<file path="src/rtl/seq_divider32.sv">
// Multi-cycle restoring divider: one quotient bit per clock, fixed WIDTH+1 cycle latency.
// Optional two's-complement mode (is_signed port) is enabled by defining DIV_SIGNED_EN.
//
// state | meaning
// IDLE  | waiting for start; results held
// CALC  | WIDTH shift/compare/subtract iterations
// FIX   | sign correction, result registers loaded, done pulsed
module seq_divider32 #(
  parameter int WIDTH = 32
) (
  input  logic             clk,
  input  logic             reset,
  input  logic             start,
  input  logic [WIDTH-1:0] dividend,
  input  logic [WIDTH-1:0] divisor,
`ifdef DIV_SIGNED_EN
  input  logic             is_signed,
`endif
  output logic             busy,
  output logic             done,
  output logic [WIDTH-1:0] quotient,
  output logic [WIDTH-1:0] remainder,
  output logic             div_by_zero
);

  localparam int CW = (WIDTH > 1) ? $clog2(WIDTH) : 1;
  localparam logic [CW-1:0] LAST = CW'(WIDTH - 1);

  typedef enum logic [1:0] {IDLE, CALC, FIX} state_t;

  state_t           state_q, state_d;
  logic [CW-1:0]    cnt_q, cnt_d;
  logic [WIDTH-1:0] r_q, r_d;
  logic [WIDTH-1:0] q_q, q_d;
  logic [WIDTH-1:0] dvs_q, dvs_d;
  logic             neg_q_q, neg_q_d;
  logic             neg_r_q, neg_r_d;
  logic [WIDTH-1:0] quot_q, quot_d;
  logic [WIDTH-1:0] rem_q, rem_d;
  logic             dbz_q, dbz_d;
  logic             done_q, done_d;

  logic             signed_mode;
  logic             a_neg, b_neg;
  logic [WIDTH-1:0] a_mag, b_mag;
  logic [WIDTH:0]   r_shift;
  logic [WIDTH-1:0] r_diff;
  logic             r_ge;
  logic             dvs_zero;

`ifdef DIV_SIGNED_EN
  assign signed_mode = is_signed;
`else
  assign signed_mode = 1'b0;
`endif

  assign a_neg = signed_mode & dividend[WIDTH-1];
  assign b_neg = signed_mode & divisor[WIDTH-1];
  assign a_mag = a_neg ? (~dividend + 1'b1) : dividend;
  assign b_mag = b_neg ? (~divisor + 1'b1) : divisor;

  // Shifted partial remainder is one bit wider so the compare cannot overflow;
  // after a subtract it is always below the divisor, so WIDTH bits suffice to store it.
  assign r_shift  = {r_q, q_q[WIDTH-1]};
  assign r_ge     = (r_shift >= {1'b0, dvs_q});
  assign r_diff   = r_shift[WIDTH-1:0] - dvs_q;
  assign dvs_zero = (dvs_q == '0);

  always_comb begin
    state_d = state_q;
    cnt_d   = cnt_q;
    r_d     = r_q;
    q_d     = q_q;
    dvs_d   = dvs_q;
    neg_q_d = neg_q_q;
    neg_r_d = neg_r_q;
    quot_d  = quot_q;
    rem_d   = rem_q;
    dbz_d   = dbz_q;
    done_d  = 1'b0;
    case (state_q)
      IDLE: begin
        if (start) begin
          q_d     = a_mag;
          dvs_d   = b_mag;
          r_d     = '0;
          cnt_d   = '0;
          neg_q_d = a_neg ^ b_neg;
          neg_r_d = a_neg;
          state_d = CALC;
        end
      end
      CALC: begin
        r_d   = r_ge ? r_diff : r_shift[WIDTH-1:0];
        q_d   = {q_q[WIDTH-2:0], r_ge};
        cnt_d = cnt_q + 1'b1;
        if (cnt_q == LAST) state_d = FIX;
      end
      FIX: begin
        // Divide-by-zero keeps the all-ones quotient regardless of dividend sign.
        quot_d  = (neg_q_q && !dvs_zero) ? (~q_q + 1'b1) : q_q;
        rem_d   = neg_r_q ? (~r_q + 1'b1) : r_q;
        dbz_d   = dvs_zero;
        done_d  = 1'b1;
        state_d = IDLE;
      end
      default: state_d = IDLE;
    endcase
  end

  always_ff @(posedge clk) begin
    if (!reset) begin
      state_q <= IDLE;
      cnt_q   <= '0;
      r_q     <= '0;
      q_q     <= '0;
      dvs_q   <= '0;
      neg_q_q <= 1'b0;
      neg_r_q <= 1'b0;
      quot_q  <= '0;
      rem_q   <= '0;
      dbz_q   <= 1'b0;
      done_q  <= 1'b0;
    end else begin
      state_q <= state_d;
      cnt_q   <= cnt_d;
      r_q     <= r_d;
      q_q     <= q_d;
      dvs_q   <= dvs_d;
      neg_q_q <= neg_q_d;
      neg_r_q <= neg_r_d;
      quot_q  <= quot_d;
      rem_q   <= rem_d;
      dbz_q   <= dbz_d;
      done_q  <= done_d;
    end
  end

  assign busy        = (state_q != IDLE);
  assign done        = done_q;
  assign quotient    = quot_q;
  assign remainder   = rem_q;
  assign div_by_zero = dbz_q;

endmodule

</file>
<file path="config.mk">
export PLATFORM = sky130hd
export DESIGN_NAME = seq_divider32
export DESIGN_NICKNAME = d
export VERILOG_FILES = /design/src/rtl/seq_divider32.sv
export SDC_FILE = /design/constraint.sdc
export NUM_CORES = 1
export LEC_CHECK = 0
export ABC_AREA = 1
export CAP_MARGIN = 20
export CORE_AREA = 5 5 135 137
export DETAILED_ROUTE_END_ITERATION = 7
export DIE_AREA = 0 0 140 142
export PLACE_DENSITY = 0.83
export SYNTH_ARGS = -nofsm -noshare
export SYNTH_HDL_FRONTEND = slang
export SYNTH_SLANG_ARGS = --single-unit
</file>
<file path="constraint.sdc">
create_clock -name clk -period 2.6 [get_ports clk]
set_input_delay 0.26 -clock clk [delete_from_list [all_inputs] [get_ports clk]]
set_output_delay 0.26 -clock clk [all_outputs]
set_load 0.02 [all_outputs]
</file>
### After elaboration in Yosys (flattened, before gate mapping)

Index checks and enable logic that the tools add are counted.

| word-level totals | value |
|---|---|
| output and inout bits | 67 |
| bits in registers | 169 |
| bits of input ports | 67 |
| word-level logic and storage cells | 35 |

| cells by class | value |
|---|---|
| reduce and logical (&&, ||, !) cells | 7 |
| order comparisons | 1 |
| eq/ne operators | 5 |
| multiplexer cells | 11 |
| $add $sub $neg | 2 |

Operators with widths:

| kind | number |
|---|---|
| 32-bit one-hot mux with 2 select lines | 2 |
| 32-bit two-way mux | 3 |
| 33-bit by 32-bit greater-or-equal comparator with 1-bit output | 1 |
| 32-bit zero test | 1 |
| 32-bit subtractor | 1 |
| 5-bit one-hot mux with 2 select lines | 1 |
| 2-bit AND reduction | 3 |
| 5-bit by 1-bit adder with 5-bit output (second input constant) | 1 |
| 5-bit == test (second input constant) | 1 |
| 5-bit two-way mux | 1 |
| 2-bit two-way mux | 2 |
| 2-bit != test (second input constant) | 2 |
| 2-bit one-hot mux with 2 select lines | 1 |
| 2-bit nonzero test | 2 |
| 2-bit by 1-bit == test with 1-bit output (second input constant) | 1 |
| 2-bit == test (second input constant) | 1 |
| 2-bit zero test | 1 |
| 1-bit two-way mux | 1 |

### Longest topological paths before layout

Gate-level depths: netlist (run 1).

| logic depth | value |
|---|---|
| depth after elaboration | 3 |
| mapped depth | 16 |
| mapped depth without buffers | 16 |

### Worst setup path before layout (run 1)

Ideal clock, no wire load.

| path | value |
|---|---|
| path type | register to register |
| start | register dvs_q[3] |
| end | register r_q[30] |
| data required time | 2468 ps |
| path buffers | 1 |
| arrival time | 1802 ps |
| setup slack | 666 ps |
| stages on the path, launching flop included | 16 |
| period minus slack after synthesis | 1934 ps |
| setup time | 132 ps |
| cells stage by stage | dfxtp_1 > inv_1 > ha_1 > nand2_1 > inv_1 > nand2_1 > nand2_1 > nand2_1 > nand3b_4 > nand2_2 > nand2_2 > nand2_2 > clkbuf_1 > nand3_1 > nand3_1 > a21oi_1 |

| between the ends | value |
|---|---|
| word-level cells in the longest chain between the ends | 3 |
| elaborated cells on any way between the ends | 4 |
| those cells by class | 1 x add/sub; 1 x order compare; 2 x mux |

RTL lines:

| element | line | source |
|---|---|---|
| from (decl) | 35 | `logic [WIDTH-1:0] dvs_q, dvs_d;` |
| from (signal assigned) | 129 | `dvs_q <= dvs_d;` |
| 32-bit subtractor or 33-bit by 32-bit greater-or-equal comparator with 1-bit output (tied branches) | 66, 65 |  |
| 32-bit two-way mux (*) | 94 | `r_d = r_ge ? r_diff : r_shift[WIDTH-1:0];` |
| 32-bit one-hot mux with 2 select lines (*) | 81 | `case (state_q)` |
| to (signal assigned) | 127 | `r_q <= r_d;` |
| to (decl) | 33 | `logic [WIDTH-1:0] r_q, r_d;` |

Mark *: on every way between the ends. The rest lies on a longest branch, timed or not.
A chain may end at the register's enable or synchronous reset.

### Worst setup path in the final report (run 1)

| path | value |
|---|---|
| start | register dvs_q[23] |
| end | register r_q[3] |

| between the ends | value |
|---|---|
| word-level cells in the longest chain between the ends | 3 |

RTL lines:

| element | line | source |
|---|---|---|
| 33-bit by 32-bit greater-or-equal comparator with 1-bit output | 65 | `assign r_ge = (r_shift >= {1'b0, dvs_q});` |
| 32-bit two-way mux | 94 |  |
| 32-bit one-hot mux with 2 select lines | 81 |  |

No other way between the ends.

==> summary.md, run 1 <==
The flow ran to the end, and the final reports show no timing, DRC or antenna violations. Synthesis produced a netlist with a net count of 1451. The run gives 0.256 as the combined global-route utilization of all metal layers.

The clock network fraction of design power was 0.285; the area taken by flip-flops and latches was 3380 µm². In this run, synthesis produced a sequential element count of 169. The maximum achievable frequency was 0.435 GHz; the leakage dissipation was 0.00503 µW.

Global routing finished with a remaining overflow of 0. For this design the ratio of total power to cell area is 805 nW/µm². The maximum net fanout on the critical path was 29. In this run the critical register-to-register path is captured at r_q[3]. The internal power is 5390 µW. Counting flops with a built-in enable in the synthesized netlist gives 0. Input and output buffers added on the ports amount to 133. The die span in x was 140 µm. Number of detailed-routing iterations run before antenna repair: 6. The tools report the count of mapped cells out of synthesis as 1349.

Across all setup checks in the final design, the least slack found is 0.300 ns. Summing every instance area after synthesis gives 9140 µm². In this run the worst hold path is classified as in2reg. Leading register cell type out of synthesis: dfxtp_1. For the routability-driven placement congestion ratio, the log shows 0.960. For the sum of routed wire length over all layers, the log shows 25200 µm. The first global-routing pass estimated 42100 µm of wire. The fill cell total of the finished layout is 1493.

The clock slew at the register clock pins of the worst setup and hold paths is 0.07 ns, and the distinct cell type count after synthesis is 34. The logs give 0.399 for the portion of total power attributed to combinational logic and 2 for the maximum buffer depth of the clock tree. The logs give 0 for the number of synthesis warnings and 0 for the number of antenna violations at the first check in global routing. The repair_antennas step left the layout with diodes totalling 0. Worst IR drop on VDD: 506 µV. After detailed placement, the design holds a cell count of 1662. The data required time at the worst endpoint was 2.92 ns.

The kind of critical path is reg2reg. Entering global routing, the biggest net connects 97 pins. The minimum hold slack was 0.414 ns.

The tools report the total number of clock tree sinks as 169. After synthesis, the cell types taking the most area are dfxtp_1 (37%), nand2_1 (13%), inv_1 (8.4%). The tools report the type of destination of the critical path as a flop. Counting instances, the worst hold path has a depth of 3. After clock tree synthesis, the flow added hold-fix buffers numbering 0. Summing all non-filler instances in the final layout gives an area of 11300 µm².

The time the worst path needs with I/O delays and setup came out at 2.30 ns. In this run the most critical hold path is launched from reset. The share of the synthesized area in the top cell type was 0.370; the count of final setup violators was 0.

The worst-case hold path end point is q_q[0]. TritonCTS built the clock tree. The final number of hold-violating endpoints was 0; the synthesized area per cell was 6.77 µm². The boundary pin count was 134; the H-tree depth was 4.

Before CTS, the worst setup slack after placement is 0.313 ns. The final route contains 8910 vias. The net switching share of the total power is 0.406, and the count of instances resized after the clock tree is built is 0. Sorting the synthesized cells by how often they occur yields nand2_1 (312), inv_1 (205), dfxtp_1 (169), a21oi_1 (147), o21ai_0 (99). The run gives 48 as the number of core rows. The run gives 16900 µm² as the core outline area. At the pin with the least slew margin, the transition time is 0.821 ns. Setup repair after global routing left no endpoint under its margin. The logs give 0.44 ns for the clock latency on the worst-skew pair and 0.453 for the headroom to the max-slew limit. In this run the register-to-register setup slack is 0.30 ns. The ratio of final minimum period to clock period is 0.885, and the iteration-0 DRC count of the detailed router is 582.

The cell at the root of the clock tree is clkbuf_16. The effective utilization at floorplan was 0.540. The instance area after placement was 10700 µm².

The run gives 0 as the DRC violation count after routing. The number of buffers inserted during clock tree synthesis is 17. The dominant cell by count in the synthesized netlist was nand2_1. The tools report the part of the total power dissipated in sequential elements as 0.317.

The detailed placer's ending HPWL is 18500 µm, and the number of antenna-violating nets in the routed design is 0. The die covers 19900 µm². The worst reg2reg path depth is 15.

The startpoint of the lowest-slack register-to-register path was dvs_q[23]. Dividing the detail-routed wire length by the instance count gives 14.9 µm. The biggest area consumer among synthesized cells is dfxtp_1.

The startpoint type of the worst setup path was a flop. Max-cap violations in this run came to 0. The ratio of cells with drive above 1 in the final layout is 0.0667. The via count of the first global-routing pass was 8649; the final worst clock skew was 0.0124 ns. For the part of the Yosys area used for sequential elements, the log shows 0.370. The analysis attributes to net switching a power of 3680 µW.

In the routed layout, each cell is associated on average with a via count of 5.26. The final total negative setup slack is 0 ns. The number of max-slew violations in the final report was 0; the area growth from synthesis to final layout was 23.2%. Once the clock tree was built, the setup fixing pass inserted 0 buffers. Summing all multi-input logic gate instances after layout gives 4690 µm². The fraction of registers with async set or reset after synthesis came out at 0. The die is 142 µm tall. In the final design database the tool counted 1558 nets. For the filler-free cell count of the finished design, the log shows 1694. At the worst endpoint, the arrival time is 2.62 ns.
## critical path, cell delays in order, from the launching register on
cell and delay (ns):
dfxtp_1 0.30, inv_1 0.07, ha_1 0.35, nand2_1 0.14
inv_1 0.08, nand2_1 0.06, nand2_1 0.07, inv_1 0.05
nand2_1 0.07, nand2_1 0.08, nand3_2 0.06, nor2_2 0.12
buf_4 0.41, nand3_1 0.12, nand3_1 0.12, a21oi_1 0.07
## flip-flops by register name, indices dropped and copies added, names as in the netlist
signal       count
r_q             32
quotient        32
q_q             32
done             1
dvs_q           32
div_by_zero      1
cnt_q            5
state_q          2
remainder       32
## worst max-delay path by stage
stage,startpoint,end,slack (ns),depth (start not counted)
finish,dvs_q[23],r_q[3],0.30,15
global route,dvs_q[23],r_q[3],0.06,15
CTS,dvs_q[24],r_q[1],0.30,15
floorplan,dvs_q[3],r_q[30],0.67,15
global placement,dvs_q[23],r_q[25],0.37,15
detailed placement,dvs_q[23],r_q[1],0.31,15
## logic make-up (layout without fill, tap and decap cells)
kind of cell,after synthesis,count (layout),share of synthesized area
buffers and inverters,278,398,0.118
AOI/OAI and AO/OA,314,314,0.191
xor gates and xnor gates,14,14,0.0134
adders and majority gates,35,35,0.0487
DFF,169,169,0.370
and+or+nand+nor,539,539,0.259
## layer usage
layer | wire, µm | share of wire | up-vias | GRT usage
met5 | 0 | 0 | - | 0
met4 | 533 | 0.021 | 0 | 0.0923
met3 | 1120 | 0.044 | 39 | 0.0420
met2 | 12000 | 0.48 | 226 | 0.441
met1 | 11600 | 0.46 | 4074 | 0.326
li1 | - | - | 4571 | -
## cell usage in the layout (no fill, tap or decap), types with 2 or more instances in the layout
cell type and instances:
nand2_1 311, inv_1 204, dfxtp_1 169, a21oi_1 147
clkdlybuf4s50_1 132, o21ai_0 99, nor2_1 85, nand3_1 71
a211oi_1 62, ha_1 34, buf_4 20, clkbuf_16 17
nand3_2 13, xnor2_1 13, nand4_1 12, nor3_1 10
nand2_2 9, nor2_2 8, nand3b_1 8, inv_6 8
inv_2 5, nor2_4 4, and2_1 4, o21bai_1 3
clkinv_2 2, inv_8 2, clkinv_8 2, buf_12 2
## power by group through the flow
stage	Combinational (µW)	Clock [µW]	Sequential [µW]
after CTS	3590	2590	2870
after detailed placement	3560	0	2920
final	3610	2580	2870
after global placement	3490	0	2920
after global routing	4060	2710	2890
after floorplan	2690	0	2900
## per-stage QoR
stage / total power (µW) / utilization
after floorplan: 5590 / -
after global placement: 6410 / 0.629
after detailed placement: 6480 / 0.629
after CTS: 9050 / 0.665
after global routing: 9660 / 0.665
final: 9060 / 0.665
## layout make-up
class	instances	share of cell area
Sequential cell	169	0.301
Timing Repair Buffer	155	0.135
Tap cell	225	0.0250
Inverter	211	0.0705
Multi-Input combinational cell	902	0.416
Clock buffer	17	0.0378
Clock inverter	15	0.0150
Note: power is estimated with default switching activity, not from simulation.
==> run 2: changes to the inputs <==
--- a/config.mk
+++ b/config.mk
@@ -8,6 +8,7 @@
 export ABC_AREA = 1
 export CAP_MARGIN = 20
 export CORE_AREA = 5 5 135 137
+export CTS_CLUSTER_DIAMETER = 150
 export DETAILED_ROUTE_END_ITERATION = 7
 export DIE_AREA = 0 0 140 142
 export PLACE_DENSITY = 0.83
==> results of run 2 <==
Same layout as run 1: the final DEF is identical, and so are final timing and power.
==> run 3: changes to the inputs <==
--- a/config.mk
+++ b/config.mk
@@ -12,6 +12,7 @@
 export DETAILED_ROUTE_END_ITERATION = 7
 export DIE_AREA = 0 0 140 142
 export PLACE_DENSITY = 0.83
+export SETUP_SLACK_MARGIN = 0.4
 export SYNTH_ARGS = -nofsm -noshare
 export SYNTH_HDL_FRONTEND = slang
 export SYNTH_SLANG_ARGS = --single-unit
==> run 3 against run 2 <==
Compared with the run above:
- final area grew 4.5%
- sequential share of layout area fell by 1.3 points
- power grew 5.1%
- worst hold slack lost 0.0045 ns
- critical endpoint is now r_q[21]
==> summary.md, run 3 (synthesized netlist as in run 1, its figures left out) <==
The run gives 0 (unchanged) as the final global-route overflow total. The count of placed standard cells including taps was 1662 (unchanged); the ratio of final minimum period to clock period was 0.801 (was 0.885). The cell at the slowest stage of the critical path is dfxtp_1 (was buf_4). The tools report the type of destination of the critical path as a flop (unchanged). The final worst clock skew was 0.0123 ns (was 0.0124 ns). TritonCTS built the clock tree. The cell class contributing the biggest share of worst-path delay was simple AND/OR/NAND/NOR gates (unchanged).

The worst setup path startpoint was dvs_q[7] (was dvs_q[23]). For the total number of clock tree sinks, the log shows 169 (unchanged). Internal power: 5650 µW (was 5390 µW).

The maximum net fanout on the critical path is 8 (was 29), and the switching power summed over all nets is 3870 µW (was 3680 µW). The number of max-slew violations in the final report is 0 (unchanged). The time the worst path needs with I/O delays and setup works out to 2.08 ns (was 2.30 ns).

The tools report the DRC violation count after routing as 0 (unchanged). The number of antenna-violating nets in the routed design is 0 (unchanged). The portion of total power attributed to combinational logic came out at 0.425 (was 0.399). The logs give 18500 µm (unchanged) for the detailed placer's ending HPWL and 604 (was 582) for the iteration-0 DRC count of the detailed router. The overall power is 9530 µW (was 9060 µW). Maximum buffer depth of the clock tree: 2 (unchanged). Fill cell total of the finished layout: 1378 (was 1493). Launch instance of the worst min-delay path: reset (unchanged). The end-of-flow core utilization was 0.695 (was 0.665); the combined global-route utilization of all metal layers was 0.256 (about the same). Commonest non-fill, non-tap cells in the layout: nand2_1 (292), inv_1 (196), dfxtp_1 (165) (was nand2_1 (311), inv_1 (204), dfxtp_1 (169)). The maximum achievable frequency came out at 0.480 GHz (was 0.435 GHz). The headroom to the max-slew limit is 0.460 (was 0.453).

The startpoint type of the worst setup path is a flop (unchanged). The ratio of cells with drive above 1 in the final layout is 0.120 (was 0.0667). The height of the chip is 142 µm (unchanged), and the number of detailed-routing iterations run before antenna repair is 5 (was 6).

Routability-driven placement congestion ratio: 0.960 (unchanged). For the net count of the finished layout, the log shows 1560 (was 1558). For the number of buffers inserted during clock tree synthesis, the log shows 17 (unchanged).

The leading cell type in the layout, fill and taps excluded is nand2_1 (unchanged). Kind of critical path: reg2reg (unchanged). The maximum number of pins on one net before global-route repair was 97 (unchanged); the sum of routed wire length over all layers was 26200 µm (was 25200 µm). Number of antenna repair diodes: 0 (unchanged).

The clock network fraction of design power is 0.270 (was 0.285). Transition time of the tightest slew-check pin: 0.810 ns (was 0.821 ns). The reported max-cap violation count is 0 (unchanged), and the first-pass GRT wire length is 42100 µm (about the same).

The via count of the first global-routing pass is 8646 (was 8649), and the final total negative setup slack is 0 ns (unchanged). The tools report the worst IR drop on VDD as 529 µV (was 506 µV). The buffering stage count on the worst path with inverters included is 3 (was 4). The routed length per placed instance works out to 15.5 µm (was 14.9 µm). The area growth from synthesis to final layout works out to 28.8% (was 23.2%). The tools report the data required time at the worst endpoint as 2.96 ns (was 2.92 ns). Part of the total power dissipated in sequential elements: 0.305 (was 0.317).

The total via count in the routed design is 9121 (was 8910). Boundary pin count: 134 (unchanged). The number of antenna violations at the first check in global routing is 0 (unchanged), and the effective utilization at floorplan is 0.540 (unchanged).

The leakage dissipation is 0.00509 µW (was 0.00503 µW). The net switching share of the total power came out at 0.406 (about the same). For the count of final setup violators, the log shows 0 (unchanged).

The tools report the filler-free cell count of the finished design as 1696 (was 1694). The kind of path behind the tightest hold check is in2reg (unchanged). The via-per-instance ratio was 5.38 (was 5.26); the data arrival time at the worst-slack endpoint was 2.45 ns (was 2.62 ns).

The run gives 0.313 ns (unchanged) as the setup slack at placement. The clock slew at the register clock pins of the worst setup and hold paths works out to 0.07 ns (about the same). The tools report the cell at the root of the clock tree as clkbuf_16 (unchanged).

For the final number of hold-violating endpoints, the log shows 0 (unchanged). Worst-path cell chain: inv_1 -> ha_4 -> nand2_2 -> inv_1 -> nand2_1 -> nand2_1 -> nand3b_4 -> nand2_2 -> nand2_2 -> nand2_4 -> nand2_4 -> buf_4 -> nand2_1 -> nand3_1 -> a21oi_1 (was inv_1 -> ha_1 -> nand2_1 -> inv_1 -> nand2_1 -> nand2_1 -> inv_1 -> nand2_1 -> nand2_1 -> nand3_2 -> nor2_2 -> buf_4 -> nand3_1 -> nand3_1 -> a21oi_1). The flow ran to the end, and the final reports show no timing, DRC or antenna violations. The peak per-stage delay on the critical path is 0.35 ns (was 0.41 ns).

The die area is 19900 µm² (unchanged), and the power per cell area is 810 nW/µm² (was 805 nW/µm²). The number of core rows is 48 (unchanged), and the number of buffers inserted by port buffering is 133 (unchanged). The die span in x is 140 µm (unchanged), and the worst path setup slack after routing is 0.518 ns (was 0.300 ns). The H-tree depth came out at 4 (unchanged). Setup repair after global routing could not meet its margin everywhere. The logs give 16900 µm² (unchanged) for the core outline area and 0.44 ns (about the same) for the clock latency on the worst-skew pair. The startpoint of the lowest-slack register-to-register path was dvs_q[7] (was dvs_q[23]).
run 3: area by class of cell:
class | instances | area [µm²] | share of cell area
repair buffers | 157 | 1560 | 0.132
clock inverters | 15 | 169 | 0.0144
inverters | 211 | 793 | 0.0674
well taps | 225 | 282 | 0.0239
clock buffers | 17 | 425 | 0.0362
flip-flops and latches | 169 | 3390 | 0.288
multi-input cells | 902 | 5150 | 0.438
run 3: stage by stage:
| stage | hold slack [ns] | instance area [µm²] |
|---|---|---|
| CTS | 0.403 | 11300 |
| detailed placement | 0.460 | 10700 |
| global placement | 0.452 | 10700 |
| global route | 0.439 | 11800 |
| finish | 0.410 | 11800 |
| floorplan | 0.428 | 9140 |
run 3: worst paths after layout:
kind,cells past startpoint,slack [ns],to
min reg2reg,2,0.47,cnt_q[3]
min,3,0.41,q_q[0]
max reg2reg,15,0.52,r_q[21]
max,15,0.52,r_q[21]
run 3: worst min-delay path, cell delays in order:
cell     delay [ns]
buf_2          0.10
inv_2          0.21
a31oi_1        0.22
run 3: power groups by stage:
| stage | logic (µW) | registers [µW] | clock network [µW] |
|---|---|---|---|
| after floorplan | 2690 | 2900 | 0 |
| after CTS | 3630 | 2870 | 2590 |
| after detailed placement | 3560 | 2920 | 0 |
| after global placement | 3490 | 2920 | 0 |
| final | 4050 | 2910 | 2570 |
| after global routing | 4480 | 2920 | 2720 |
run 3: metal layers:
metal / share of wire / wire length (µm) / GRT usage
met1: 0.44 / 11500 / 0.326
met5: 0 / 0 / 0
met2: 0.49 / 12700 / 0.441
met3: 0.053 / 1380 / 0.0420
met4: 0.022 / 571 / 0.0923
run 3: repair_timing:
| action | CTS | global route |
|---|---|---|
| setup buffers | 0 | 2 |
| pin swaps | 0 | 6 |
| resized for setup | 6 | 93 |
| hold buffers | 0 | 0 |
| endpoints found under the setup margin | 30 | 33 |
